<file path="src/rtl/score_tracker_multi_if.sv">
// Bundle of game-control, hit and score-display signals exchanged between
// the game front end (master) and the multi-player scorer (slave).
interface score_tracker_multi_if #(
    parameter int NUM_PLAYERS = 2,
    parameter int SCORE_W     = 14,
    parameter int COMBO_W     = 14
);
    logic                           game_active;
    logic                           clear;
    logic [NUM_PLAYERS-1:0]         hit_perfect;
    logic [NUM_PLAYERS-1:0]         hit_good;
    logic [NUM_PLAYERS-1:0]         hit_miss;
    logic [NUM_PLAYERS*SCORE_W-1:0] score;
    logic [NUM_PLAYERS*COMBO_W-1:0] combo;
    logic [NUM_PLAYERS*COMBO_W-1:0] max_combo;
    logic [NUM_PLAYERS*4-1:0]       multiplier;
    logic [SCORE_W-1:0]             high_score;
    logic [1:0]                     leader;

    modport master (
        output game_active, clear, hit_perfect, hit_good, hit_miss,
        input  score, combo, max_combo, multiplier, high_score, leader
    );

    modport slave (
        input  game_active, clear, hit_perfect, hit_good, hit_miss,
        output score, combo, max_combo, multiplier, high_score, leader
    );
endinterface

</file>
<file path="src/rtl/score_tracker_multi.sv">
// Multi-player score tracker: per-player score, combo, best combo and
// combo-driven multiplier, plus a session high score and a leader index.
// Hit levels are asynchronous; each is synchronised and edge-detected so a
// held level yields exactly one event.
module score_tracker_multi #(
    parameter int NUM_PLAYERS = 2,
    parameter int SCORE_W     = 14,
    parameter int COMBO_W     = 14,
    parameter int PERFECT_PTS = 2,
    parameter int GOOD_PTS    = 1,
    parameter int T_X2        = 4,
    parameter int T_X4        = 10,
    parameter int T_X8        = 15
) (
    input  logic                  clk,
    input  logic                  rst,
    score_tracker_multi_if.slave  bus
);
    localparam int NP    = NUM_PLAYERS;
    localparam int SUM_W = SCORE_W + 8;   // headroom for base * 8 before clamping

    localparam logic [SUM_W-1:0]   SCORE_MAX_C = {8'd0, {SCORE_W{1'b1}}};
    localparam logic [COMBO_W-1:0] COMBO_MAX_C = {COMBO_W{1'b1}};
    localparam logic [COMBO_W-1:0] T_X2_C      = COMBO_W'(T_X2);
    localparam logic [COMBO_W-1:0] T_X4_C      = COMBO_W'(T_X4);
    localparam logic [COMBO_W-1:0] T_X8_C      = COMBO_W'(T_X8);
    localparam logic [SUM_W-1:0]   PERF_C      = SUM_W'(PERFECT_PTS);
    localparam logic [SUM_W-1:0]   GOOD_C      = SUM_W'(GOOD_PTS);

    // Event vectors are packed as {miss, good, perfect}, NP bits each
    logic [3*NP-1:0] raw_s;
    logic [3*NP-1:0] sync1_r;
    logic [3*NP-1:0] sync2_r;
    logic [3*NP-1:0] edge_r;
    logic [3*NP-1:0] evt_r;

    logic [SCORE_W-1:0] score_r    [NP];
    logic [SCORE_W-1:0] score_nx_s [NP];
    logic [COMBO_W-1:0] combo_r    [NP];
    logic [COMBO_W-1:0] combo_nx_s [NP];
    logic [COMBO_W-1:0] max_r      [NP];
    logic [COMBO_W-1:0] max_nx_s   [NP];
    logic [3:0]         mult_r     [NP];
    logic [3:0]         mult_nx_s  [NP];
    logic [1:0]         shift_s    [NP];
    logic [SUM_W-1:0]   sum_s      [NP];
    logic [COMBO_W-1:0] inc_s      [NP];

    logic [SCORE_W-1:0] best_s;
    logic [1:0]         lead_s;
    logic [SCORE_W-1:0] high_r;
    logic [1:0]         leader_r;
    logic               ga_prev_r;

    logic [NP*SCORE_W-1:0] score_flat_s;
    logic [NP*COMBO_W-1:0] combo_flat_s;
    logic [NP*COMBO_W-1:0] max_flat_s;
    logic [NP*4-1:0]       mult_flat_s;

    assign raw_s = {bus.hit_miss, bus.hit_good, bus.hit_perfect};

    // Two-flop synchroniser followed by a registered rising-edge detector
    always_ff @(posedge clk) begin
        if (rst) begin
            sync1_r <= {(3*NP){1'b0}};
            sync2_r <= {(3*NP){1'b0}};
            edge_r  <= {(3*NP){1'b0}};
            evt_r   <= {(3*NP){1'b0}};
        end else begin
            sync1_r <= raw_s;
            sync2_r <= sync1_r;
            edge_r  <= sync2_r;
            evt_r   <= sync2_r & ~edge_r;
        end
    end

    // Per-player next state: clear beats miss, miss beats perfect beats good
    always_comb begin
        for (int i = 0; i < NP; i++) begin
            score_nx_s[i] = score_r[i];
            combo_nx_s[i] = combo_r[i];
            max_nx_s[i]   = max_r[i];
            mult_nx_s[i]  = mult_r[i];

            // Multiplier tier is chosen from the combo before this hit
            if (combo_r[i] >= T_X8_C) begin
                shift_s[i] = 2'd3;
            end else if (combo_r[i] >= T_X4_C) begin
                shift_s[i] = 2'd2;
            end else if (combo_r[i] >= T_X2_C) begin
                shift_s[i] = 2'd1;
            end else begin
                shift_s[i] = 2'd0;
            end

            if (combo_r[i] == COMBO_MAX_C) begin
                inc_s[i] = combo_r[i];
            end else begin
                inc_s[i] = combo_r[i] + 1'b1;
            end

            // Perfect wins over good when both arrive together
            if (evt_r[i]) begin
                sum_s[i] = {8'd0, score_r[i]} + (PERF_C << shift_s[i]);
            end else begin
                sum_s[i] = {8'd0, score_r[i]} + (GOOD_C << shift_s[i]);
            end

            if (bus.clear) begin
                score_nx_s[i] = {SCORE_W{1'b0}};
                combo_nx_s[i] = {COMBO_W{1'b0}};
                max_nx_s[i]   = {COMBO_W{1'b0}};
                mult_nx_s[i]  = 4'd1;
            end else if (bus.game_active && evt_r[2*NP+i]) begin
                combo_nx_s[i] = {COMBO_W{1'b0}};
                mult_nx_s[i]  = 4'd1;
            end else if (bus.game_active && (evt_r[i] || evt_r[NP+i])) begin
                if (sum_s[i] > SCORE_MAX_C) begin
                    score_nx_s[i] = {SCORE_W{1'b1}};
                end else begin
                    score_nx_s[i] = sum_s[i][SCORE_W-1:0];
                end
                combo_nx_s[i] = inc_s[i];
                if (inc_s[i] > max_r[i]) begin
                    max_nx_s[i] = inc_s[i];
                end else begin
                    max_nx_s[i] = max_r[i];
                end
                mult_nx_s[i] = 4'd1 << shift_s[i];
            end else begin
                score_nx_s[i] = score_r[i];
                combo_nx_s[i] = combo_r[i];
            end
        end
    end

    // Per-player state registers
    always_ff @(posedge clk) begin
        if (rst) begin
            for (int i = 0; i < NP; i++) begin
                score_r[i] <= {SCORE_W{1'b0}};
                combo_r[i] <= {COMBO_W{1'b0}};
                max_r[i]   <= {COMBO_W{1'b0}};
                mult_r[i]  <= 4'd1;
            end
        end else begin
            for (int i = 0; i < NP; i++) begin
                score_r[i] <= score_nx_s[i];
                combo_r[i] <= combo_nx_s[i];
                max_r[i]   <= max_nx_s[i];
                mult_r[i]  <= mult_nx_s[i];
            end
        end
    end

    // Best current score and its owner; ties keep the lowest index
    always_comb begin
        best_s = score_r[0];
        lead_s = 2'd0;
        for (int i = 1; i < NP; i++) begin
            if (score_r[i] > best_s) begin
                best_s = score_r[i];
                lead_s = 2'(i);
            end else begin
                best_s = best_s;
                lead_s = lead_s;
            end
        end
    end

    // Leader tracks scores every cycle; high score latches when a game ends
    always_ff @(posedge clk) begin
        if (rst) begin
            high_r    <= {SCORE_W{1'b0}};
            leader_r  <= 2'd0;
            ga_prev_r <= 1'b0;
        end else begin
            ga_prev_r <= bus.game_active;
            leader_r  <= lead_s;
            if (ga_prev_r && !bus.game_active && (best_s > high_r)) begin
                high_r <= best_s;
            end
        end
    end

    // Flatten per-player registers onto the display buses
    always_comb begin
        score_flat_s = {(NP*SCORE_W){1'b0}};
        combo_flat_s = {(NP*COMBO_W){1'b0}};
        max_flat_s   = {(NP*COMBO_W){1'b0}};
        mult_flat_s  = {(NP*4){1'b0}};
        for (int i = 0; i < NP; i++) begin
            score_flat_s[i*SCORE_W +: SCORE_W] = score_r[i];
            combo_flat_s[i*COMBO_W +: COMBO_W] = combo_r[i];
            max_flat_s[i*COMBO_W +: COMBO_W]   = max_r[i];
            mult_flat_s[i*4 +: 4]              = mult_r[i];
        end
    end

    assign bus.score      = score_flat_s;
    assign bus.combo      = combo_flat_s;
    assign bus.max_combo  = max_flat_s;
    assign bus.multiplier = mult_flat_s;
    assign bus.high_score = high_r;
    assign bus.leader     = leader_r;
endmodule

</file>
<file path="src/flat_wrapper.sv">
// flat-port wrapper written by rule: the top's interface ports become plain ports
module score_tracker_multi_flat 
#(
    parameter int NUM_PLAYERS = 2,
    parameter int SCORE_W     = 14,
    parameter int COMBO_W     = 14,
    parameter int PERFECT_PTS = 2,
    parameter int GOOD_PTS    = 1,
    parameter int T_X2        = 4,
    parameter int T_X4        = 10,
    parameter int T_X8        = 15
)
  (clk, rst, bus_game_active, bus_clear, bus_hit_perfect, bus_hit_good, bus_hit_miss, bus_score, bus_combo, bus_max_combo, bus_multiplier, bus_high_score, bus_leader);
  score_tracker_multi_if #(.NUM_PLAYERS(NUM_PLAYERS), .SCORE_W(SCORE_W), .COMBO_W(COMBO_W)) bus_i ();
  input  logic clk;
  input  logic rst;
  input wire logic [$bits(bus_i.game_active)-1:0] bus_game_active;
  input wire logic [$bits(bus_i.clear)-1:0] bus_clear;
  input wire logic [$bits(bus_i.hit_perfect)-1:0] bus_hit_perfect;
  input wire logic [$bits(bus_i.hit_good)-1:0] bus_hit_good;
  input wire logic [$bits(bus_i.hit_miss)-1:0] bus_hit_miss;
  output wire logic [$bits(bus_i.score)-1:0] bus_score;
  output wire logic [$bits(bus_i.combo)-1:0] bus_combo;
  output wire logic [$bits(bus_i.max_combo)-1:0] bus_max_combo;
  output wire logic [$bits(bus_i.multiplier)-1:0] bus_multiplier;
  output wire logic [$bits(bus_i.high_score)-1:0] bus_high_score;
  output wire logic [$bits(bus_i.leader)-1:0] bus_leader;
  assign bus_i.game_active = bus_game_active;
  assign bus_i.clear = bus_clear;
  assign bus_i.hit_perfect = bus_hit_perfect;
  assign bus_i.hit_good = bus_hit_good;
  assign bus_i.hit_miss = bus_hit_miss;
  assign bus_score = bus_i.score;
  assign bus_combo = bus_i.combo;
  assign bus_max_combo = bus_i.max_combo;
  assign bus_multiplier = bus_i.multiplier;
  assign bus_high_score = bus_i.high_score;
  assign bus_leader = bus_i.leader;
  score_tracker_multi #(.NUM_PLAYERS(NUM_PLAYERS), .SCORE_W(SCORE_W), .COMBO_W(COMBO_W), .PERFECT_PTS(PERFECT_PTS), .GOOD_PTS(GOOD_PTS), .T_X2(T_X2), .T_X4(T_X4), .T_X8(T_X8)) u_core (.clk(clk), .rst(rst), .bus(bus_i));
endmodule
</file>
<file path="config.mk">
export PLATFORM = sky130hd
export DESIGN_NAME = score_tracker_multi_flat
export DESIGN_NICKNAME = d
export VERILOG_FILES = /design/src/rtl/score_tracker_multi_if.sv /design/src/rtl/score_tracker_multi.sv /design/src/flat_wrapper.sv
export SDC_FILE = /design/constraint.sdc
export NUM_CORES = 1
export LEC_CHECK = 0
export BUFFER_PORTS_ARGS = -buffer_cell sky130_fd_sc_hd__buf_2
export CORE_MARGIN = 8
export CORE_UTILIZATION = 52
export DETAILED_ROUTE_END_ITERATION = 8
export MAX_ROUTING_LAYER = met4
export PLACE_DENSITY_LB_ADDON = 0.05
export REMOVE_ABC_BUFFERS = 1
export SYNTH_ARGS = -nofsm -noshare
export SYNTH_HDL_FRONTEND = slang
export SYNTH_SLANG_ARGS = --single-unit
export TNS_END_PERCENT = 1
</file>
<file path="constraint.sdc">
create_clock -name clk -period 3.9 [get_ports clk]
set_input_delay 0.39 -clock clk [delete_from_list [all_inputs] [get_ports clk]]
set_output_delay 0.39 -clock clk [all_outputs]
set_load 0.01 [all_outputs]
</file>
# Word level (Yosys, flattened, before mapping)
# Memory sizes are Yosys's and may differ from the RTL's.
# Cells that the tools add are included.
# word_totals
reg_bits	41
word_cells	107
ramBits	92
out_inout_bits	108
memories	4
# classes
add_sub_neg	6
n_mux	51
n_reduce_logical	9
order_cmp	12
n_shift	6
n_eq_ne	2
bitwise	10
# mem_list
name	words	width	rd	rd_clocked_by_memory_dff	wr	line_no	rtl
u_core.combo_r	2	14	2	0	2	score_tracker_multi.sv:39	logic [COMBO_W-1:0] combo_r [NP];
u_core.max_r	2	14	2	0	2	score_tracker_multi.sv:41	logic [COMBO_W-1:0] max_r [NP];
u_core.score_r	2	14	2	0	2	score_tracker_multi.sv:37	logic [SCORE_W-1:0] score_r [NP];
u_core.mult_r	2	4	2	0	2	score_tracker_multi.sv:43	logic [3:0] mult_r [NP];
# ops
operator	n
$mux W14	31
$add A14 B22 Y22	4
$ge A14 B4 Y1 const B	4
$gt A14 B14 Y1	4
$gt A22 B14 Y1 const B	2
$mux W22	2
$shl A1 B2 Y22 const A	2
$shl A2 B2 Y22 const A	2
$mux W4	8
$add A14 B1 Y14 const B	2
$eq A14 B14 Y1 const B	2
$ge A14 B3 Y1 const B	2
$mux W2	4
$or A1 B1 Y1	8
$shl A1 B2 Y4 const A	2
$and A6 B6 Y6	1
$logic_and A1 B1 Y1	6
$mux W1	6
$not A6 Y6	1
$logic_or A1 B1 Y1	2
$logic_not A1 Y1	1

# Longest topological paths before layout
# Gate-level depths: netlist of run 1.
# An unclocked memory read counts as a cell.
# depth
ltp_word	14
depth_mapped	19
mapped_depth_nobuf	17

# Worst setup path after synthesis of run 1
# Ideal clock, no wire load.
# synth_path
path_type	flip-flop to flip-flop
from	mem u_core.score_r[0][11]
to	reg u_core.high_r[12] (netlist: u_core.bus.high_score[12])
period_less_slack_ns	4.022
path_buffers	3
path_stages_with_launch	18
setup_ns	0.115
arrival_time_ns	3.908
setup_slack_ns	-0.122
cell_sequence	dfxtp_1 clkbuf_1 inv_1 ha_1 nand4_1 nor2_1 o221ai_1 a31oi_2 buf_2 mux2_2 ha_1 nand4_1 nor3_1 or3_1 o31ai_2 buf_2 a21oi_1 o21a_1
# synth_rtl
element	line_no	rtl
from (decl)	score_tracker_multi.sv:37	
to (signal assigned)	score_tracker_multi.sv:174	high_r <= {SCORE_W{1'b0}};
to (signal assigned)	score_tracker_multi.sv:181	high_r <= best_s;
to (decl)	score_tracker_multi.sv:51	logic [SCORE_W-1:0] high_r;

==> impl_metrics.json, run 1 <==
{
  "status": "completed",
  "critPathCaptureType": "flop",
  "die_h_um": 138,
  "peakVddDrop_v": 0.000466,
  "wl_per_cell_um": 15.6,
  "dieArea_um2": 18900,
  "power.density_nw_per_um2": 411,
  "synthDistinctLibCells": 58,
  "fp-row-count": 44,
  "start_util_pct": 53.1,
  "drc": 0,
  "sw_frac_of_total_pct": 28.2,
  "ioPinCount": 118,
  "nets": 1172,
  "dr.first_iter.drc_count": 421,
  "grt_pass1_vias": 6665,
  "routedLengthMet1_mm": 9.37,
  "clk_pin_slew_ns": 0.06,
  "port_buffers": 116,
  "dr_total_vias": 6961,
  "synth-xor-area-share_pct": 4.67,
  "setup_viol": 0,
  "post-place-ws_ns": -0.0598,
  "drv_cap": 0,
  "yosysMostFrequentCell": "dfxtp_1",
  "worstSetupPathType": "reg2reg",
  "area_growth_pct": 25.5,
  "p_switching_mw": 1.12,
  "pwr-share-seq_pct": 37.5,
  "yosys_register_bits": 132,
  "globalplace.congestion": 0.879,
  "dp_cells": 1247,
  "clk_latency_ns": 0.43,
  "post-route-period-util_pct": 94.4,
  "cp-start-kind": "flop",
  "tightest_slew_ns": 1.13,
  "ys.flop_type": "dfxtp_1",
  "antenna_found_initial": 0,
  "drt-vias-per-instance": 5.43,
  "period_needed_ns": 3.68,
  "power_mw": 3.97,
  "syn_area_um2": 7690,
  "max_stage_delay_ns": 0.52,
  "synth-async-reset-ratio_pct": 0,
  "comb_power_share_pct": 18.6,
  "fin_ws_ns": 0.220,
  "grtUsageTotal_pct": 22.0,
  "synth_compound_area_share_pct": 17.3,
  "cts_tree": "done",
  "critPathSlowestCell": "nor4_1",
  "crit_fanout": 26,
  "grt_pass1_wl_mm": 32.2,
  "cts_made_buffers": 17,
  "synth_top_family_by_area": "simple AND/OR/NAND/NOR gates",
  "drtPass1Iterations": 5,
  "synth.mux.area_fraction_pct": 4.13,
  "grt_max_degree": 55,
  "synth_area_per_cell_um2": 8.45,
  "drv_slew": 0,
  "required_ns": 4.22,
  "yosys.area.top_type": "dfxtp_1",
  "dp.final_hpwl_mm": 15.0,
  "routed_wl_mm": 20.0,
  "highest_layer": "met4",
  "arrival_ns": 4.00,
  "root_buffer": "clkbuf_16",
  "holdWs_ns": 0.165,
  "cts.htree.levels": 4,
  "cp_common_cell": "ha_1",
  "fmax_mhz": 272,
  "yosysTopAreaCellShare_pct": 34.4,
  "synth.area.top_cells": "dfxtp_1 34%, ha_1 12%, a21oi_1 4.2%, inv_1 3.9%, nor2_1 3.8%",
  "synth_edf_count": 0,
  "antenna_left": 0,
  "hold_viol_final": 0,
  "route.met3.wl_mm": 1.07,
  "yosys.area_share.adder_pct": 12.6,
  "ctsHoldBuffers": 0,
  "skew_ns": 0.00804,
  "crit_chain": "inv_1, ha_1, nand4_1, nor4_1, a31oi_4, buf_4, mux2_2, ha_1, a211oi_1, nor2_1, or3_1, o31ai_2, buf_12, a21oi_1, o21a_1",
  "chipWidth_um": 138,
  "core-area_um2": 14500,
  "drive_gt1_share_pct": 24.5,
  "max_slew_margin_pct": 25.0,
  "n_antenna_cell": 0,
  "intPower_mw": 2.85,
  "route.met2.wl_mm": 9.19,
  "fill_cells": 1252,
  "ys_seq_area_share_pct": 34.4,
  "clock_sinks": 132,
  "design_area_um2": 9650,
  "synth_cells": 910,
  "post-route-util_pct": 66.7,
  "ys_warn_count": 0,
  "clockPowerShare_pct": 43.9,
  "final_cells": 1283,
  "clockBufferDepth": 2,
  "grt_overflow": 0,
  "rsz0062_at_grt": "yes",
  "hp-class": "in2reg",
  "synth-simple-area-share_pct": 20.6,
  "placed_area_um2": 8930,
  "p_leak_nw": 4.30,
  "setup_tns_ns": 0,
  "synth_common_cells": "132 x dfxtp_1, 80 x inv_1, 77 x nor2_1"
}
[registers in the layout (all words and copies together) (netlist names)]
| register | cells |
|---|---|
| u_core.evt_r | 6 |
| u_core.max_r | 28 |
| u_core.bus.high_score | 14 |
| u_core.sync2_r | 6 |
| u_core.bus.leader | 1 |
| u_core.combo_r | 28 |
| u_core.mult_r | 8 |
| u_core.edge_r | 6 |
| u_core.sync1_r | 6 |
| u_core.ga_prev_r | 1 |
| u_core.score_r | 28 |
[critical path, delay by kind of cell (launching register included)]
kind	cells	cell delay [ns]
AOI/OAI and AO/OA	5	0.79
and+or+nand+nor	4	1.12
adders and majority gates	2	0.58
buffers and inverters	3	0.46
DFF	1	0.33
muxes	1	0.29
[cell families after synthesis]
kind of cell | Yosys count
muxes | 30
buffers and inverters | 122
DFF | 132
adders and majority gates | 76
and+or+nand+nor | 299
other | 1
xor gates and xnor gates | 41
AOI/OAI and AO/OA | 209
[layer usage]
| metal | up-vias | track usage [%] |
|---|---|---|
| met3 | 29 | 4.81 |
| met1 | 3194 | 27.3 |
| li1 | 3563 | - |
| met5 | - | - |
| met4 | 0 | 7.24 |
| met2 | 175 | 34.6 |
[power groups by stage]
stage / registers [mW] / clock network, mW / logic [mW]
after floorplan: 1.55 / 0 / 0.449
after CTS: 1.49 / 1.78 / 0.735
after global placement: 1.52 / 0 / 0.712
after global routing: 1.50 / 1.83 / 0.829
final: 1.49 / 1.74 / 0.737
after detailed placement: 1.52 / 0 / 0.729
[path summary, 6_finish.rpt]
path | from | endpoint | slack [ns] | cells after the start
setup reg to reg | u_core.score_r[0][13] | u_core.bus.high_score[5] | 0.22 | 15
hold / removal | bus_hit_perfect[1] | u_core.sync1_r[1] | 0.17 | 2
hold reg to reg | u_core.edge_r[5] | u_core.evt_r[5] | 0.38 | 1
setup / recovery | u_core.score_r[0][13] | u_core.bus.high_score[5] | 0.22 | 15
[placed cells by master (no fill, tap or decap), types with 5 or more instances in the layout]
master / netlist / routed
a211oi_1: 27 / 26
a21o_1: 5 / 5
a21oi_1: 65 / 65
a31oi_1: 9 / 9
and4_1: 10 / 10
buf_2: 17 / 116
buf_4: 2 / 81
clkbuf_16: 0 / 17
dfxtp_1: 132 / 132
ha_1: 74 / 73
inv_1: 80 / 80
inv_6: 0 / 5
mux2_2: 14 / 14
mux2i_1: 16 / 16
nand2_1: 57 / 57
nand2b_1: 6 / 6
nand3_1: 22 / 22
nand4_1: 23 / 23
nor2_1: 77 / 77
nor2b_1: 39 / 38
nor3_1: 18 / 18
nor4_1: 9 / 9
o211ai_1: 5 / 5
o21a_1: 26 / 26
o21ai_0: 42 / 42
or2_2: 5 / 5
or3_1: 10 / 9
xnor2_1: 26 / 26
xor2_1: 15 / 15
[cell type report]
type                    count  area [µm²]  area share, %
multi-input cells         656        4610           47.7
flip-flops and latches    132        2640           27.4
repair buffers            199        1230           12.7
clock buffers              17         425           4.41
inverters                  80         300           3.11
well taps                 184         230           2.39
clock inverters            15         218           2.26
[repair_timing]
item	CTS	global route
setup endpoints to repair	24	32
hold endpoints to repair	0	0
buffers inserted	0	4
gates resized for setup	2	8
pin swaps	0	5
(Power assumes the default switching activity.)
==> run 2, diff against run 1 <==
--- a/config.mk
+++ b/config.mk
@@ -12,6 +12,7 @@
 export MAX_ROUTING_LAYER = met4
 export PLACE_DENSITY_LB_ADDON = 0.05
 export REMOVE_ABC_BUFFERS = 1
+export SLEW_MARGIN = 20
 export SYNTH_ARGS = -nofsm -noshare
 export SYNTH_HDL_FRONTEND = slang
 export SYNTH_SLANG_ARGS = --single-unit
==> constraint.sdc (replaced) <==
create_clock -name clk -period 3.9 [get_ports clk]
set_input_delay 0.585 -clock clk [delete_from_list [all_inputs] [get_ports clk]]
set_output_delay 0.585 -clock clk [all_outputs]
set_load 0.01 [all_outputs]
==> run 2 against run 1 <==
  * Largest power group unchanged
  * Critical path depth rose by 2
  * Hold slack improved by 0.20 ns
  * Critical path type unchanged
  * Via count fell by 0.63%
  * Final cell count fell by 0.16%
  * Non-clock buffer count fell by 2
  * Clock power fell by 13%
  * Utilization fell by 0.63 points
  * Design area fell by 0.95%
  * Wire length fell by 1.5%
==> impl_metrics.json, run 2 (synthesis results as in run 1) <==
{
  "cts_tree": "done",
  "routed_wl_mm": 19.7,
  "power.density_nw_per_um2": 391,
  "antenna_left": 0,
  "drc": 0,
  "final_cell_mix": "132 x dfxtp_1, 116 x buf_2, 80 x inv_1",
  "drv_slew": 0,
  "peakVddDrop_v": 0.000478,
  "intPower_mw": 2.61,
  "grt_max_degree": 37,
  "dieArea_um2": 18900,
  "cp.buffers_inverters": 4,
  "grt_pass1_wl_mm": 32.0,
  "fmax_mhz": 269,
  "hp-class": "in2reg",
  "dr.first_iter.drc_count": 381,
  "rsz0062_at_grt": "yes",
  "pwr-share-seq_pct": 39.7,
  "chipWidth_um": 138,
  "wl_per_cell_um": 15.4,
  "port_buffers": 116,
  "antenna_found_initial": 0,
  "p_leak_nw": 4.25,
  "cp_common_cell": "inv_1",
  "drtPass1Iterations": 4,
  "globalplace.congestion": 0.873,
  "drive_gt1_share_pct": 24.2,
  "status": "completed",
  "area_growth_pct": 24.3,
  "required_ns": 4.24,
  "hold_viol_final": 0,
  "max_stage_delay_ns": 0.55,
  "reg.largest.list": "u_core.combo_r x28, u_core.max_r x28, u_core.score_r x28",
  "p_switching_mw": 1.13,
  "cts.htree.levels": 4,
  "dp.final_hpwl_mm": 14.9,
  "layout_commonest_cell": "dfxtp_1",
  "cp-start-kind": "flop",
  "die_h_um": 138,
  "cts_made_buffers": 17,
  "grt_pass1_vias": 6571,
  "crit_fanout": 11,
  "holdWs_ns": 0.366,
  "cpLargestDelayFamily": "simple AND/OR/NAND/NOR gates",
  "drt-vias-per-instance": 5.40,
  "skew_ns": 0.00894,
  "clockBufferDepth": 2,
  "comb_power_share_pct": 19.8,
  "critPathSlowestCell": "or4_4",
  "core-area_um2": 14500,
  "post-route-period-util_pct": 95.3,
  "sw_frac_of_total_pct": 30.1,
  "clk_pin_slew_ns": 0.06,
  "crit_chain": "or4_4, nor4_4, buf_4, nand2_1, inv_1, ha_1, inv_1, nor2_1, ha_2, inv_1, fa_1, nor2b_1, o21ai_0, a21boi_1, o2111ai_2, or3_4, a21oi_1",
  "setup_viol": 0,
  "dr_total_vias": 6917,
  "power_mw": 3.74,
  "clockPowerShare_pct": 40.5,
  "n_antenna_cell": 0,
  "grt_overflow": 0,
  "critPathCaptureType": "flop",
  "clk_latency_ns": 0.43,
  "drv_cap": 0,
  "nets": 1170,
  "arrival_ns": 4.06,
  "fill_cells": 1279,
  "ioPinCount": 118,
  "tightest_slew_ns": 1.00,
  "start_util_pct": 53.1,
  "period_needed_ns": 3.72,
  "worstSetupPathType": "reg2reg",
  "fp-row-count": 44,
  "root_buffer": "clkbuf_16",
  "clock_sinks": 132,
  "grtUsageTotal_pct": 21.8,
  "max_slew_margin_pct": 32.8
}
==> run 2: cell count changes in the layout (fill, tap and decap cells not counted), sizes merged <==
cell      change
buf           -2
bufinv        -4
clkinvlp      +1
inv           +2
clkbuf        +1
==> run 2: metal layers <==
| metal | share of wire (%) | global-route usage, % |
|---|---|---|
| met3 | 5.2 | 4.52 |
| met1 | 48 | 28.4 |
| met5 | 0 | - |
| met4 | 0.93 | 5.91 |
| met2 | 46 | 33.6 |
==> run 2: metrics by stage <==
stage               utilization (%)  setup TNS (ns)  std cells  setup WS (ns)  cell area (µm²)
floorplan                         -           -7.11        868         -0.547             7500
global placement               61.7          -0.801       1247         -0.107             8930
detailed placement             61.7          -0.749       1247        -0.0857             8930
CTS                            65.6               0       1279         0.0777             9500
global route                   66.0          -0.175       1281        -0.0443             9560
finish                         66.0               0       1281          0.183             9560
==> run 2: layout make-up <==
cell class / instances / area (µm²) / area share, %
Timing Repair Buffer: 197 / 1230 / 12.8
Sequential cell: 132 / 2640 / 27.6
Tap cell: 184 / 230 / 2.41
Multi-Input combinational cell: 656 / 4600 / 48.2
Clock buffer: 18 / 439 / 4.59
Clock inverter: 14 / 116 / 1.22
Inverter: 80 / 300 / 3.14
==> run 2: power by group through the flow <==
stage	Combinational (mW)	Clock (mW)	Sequential (mW)
6_report	0.740	1.51	1.49
5_1_grt	0.835	1.60	1.50
4_1_cts	0.732	1.54	1.49
3_5_place_dp	0.728	0	1.51
3_3_place_gp	0.714	0	1.52
2_1_floorplan	0.449	0	1.55
==> run 2: repair_timing <==
action,4_1_cts,5_1_grt
resized for setup,3,7
hold buffers,0,0
pin swaps,0,5
setup endpoints to repair,24,31
setup buffers,0,2
==> run 2: worst paths after layout <==
kind	from	endpoint	slack (ns)	depth (start not counted)
min	bus_hit_miss[0]	u_core.sync1_r[4]	0.37	2
max	u_core.combo_r[0][27]	u_core.score_r[0][21]	0.18	17
min reg2reg	u_core.edge_r[3]	u_core.evt_r[3]	0.38	1
max reg2reg	u_core.combo_r[0][27]	u_core.score_r[0][21]	0.18	17
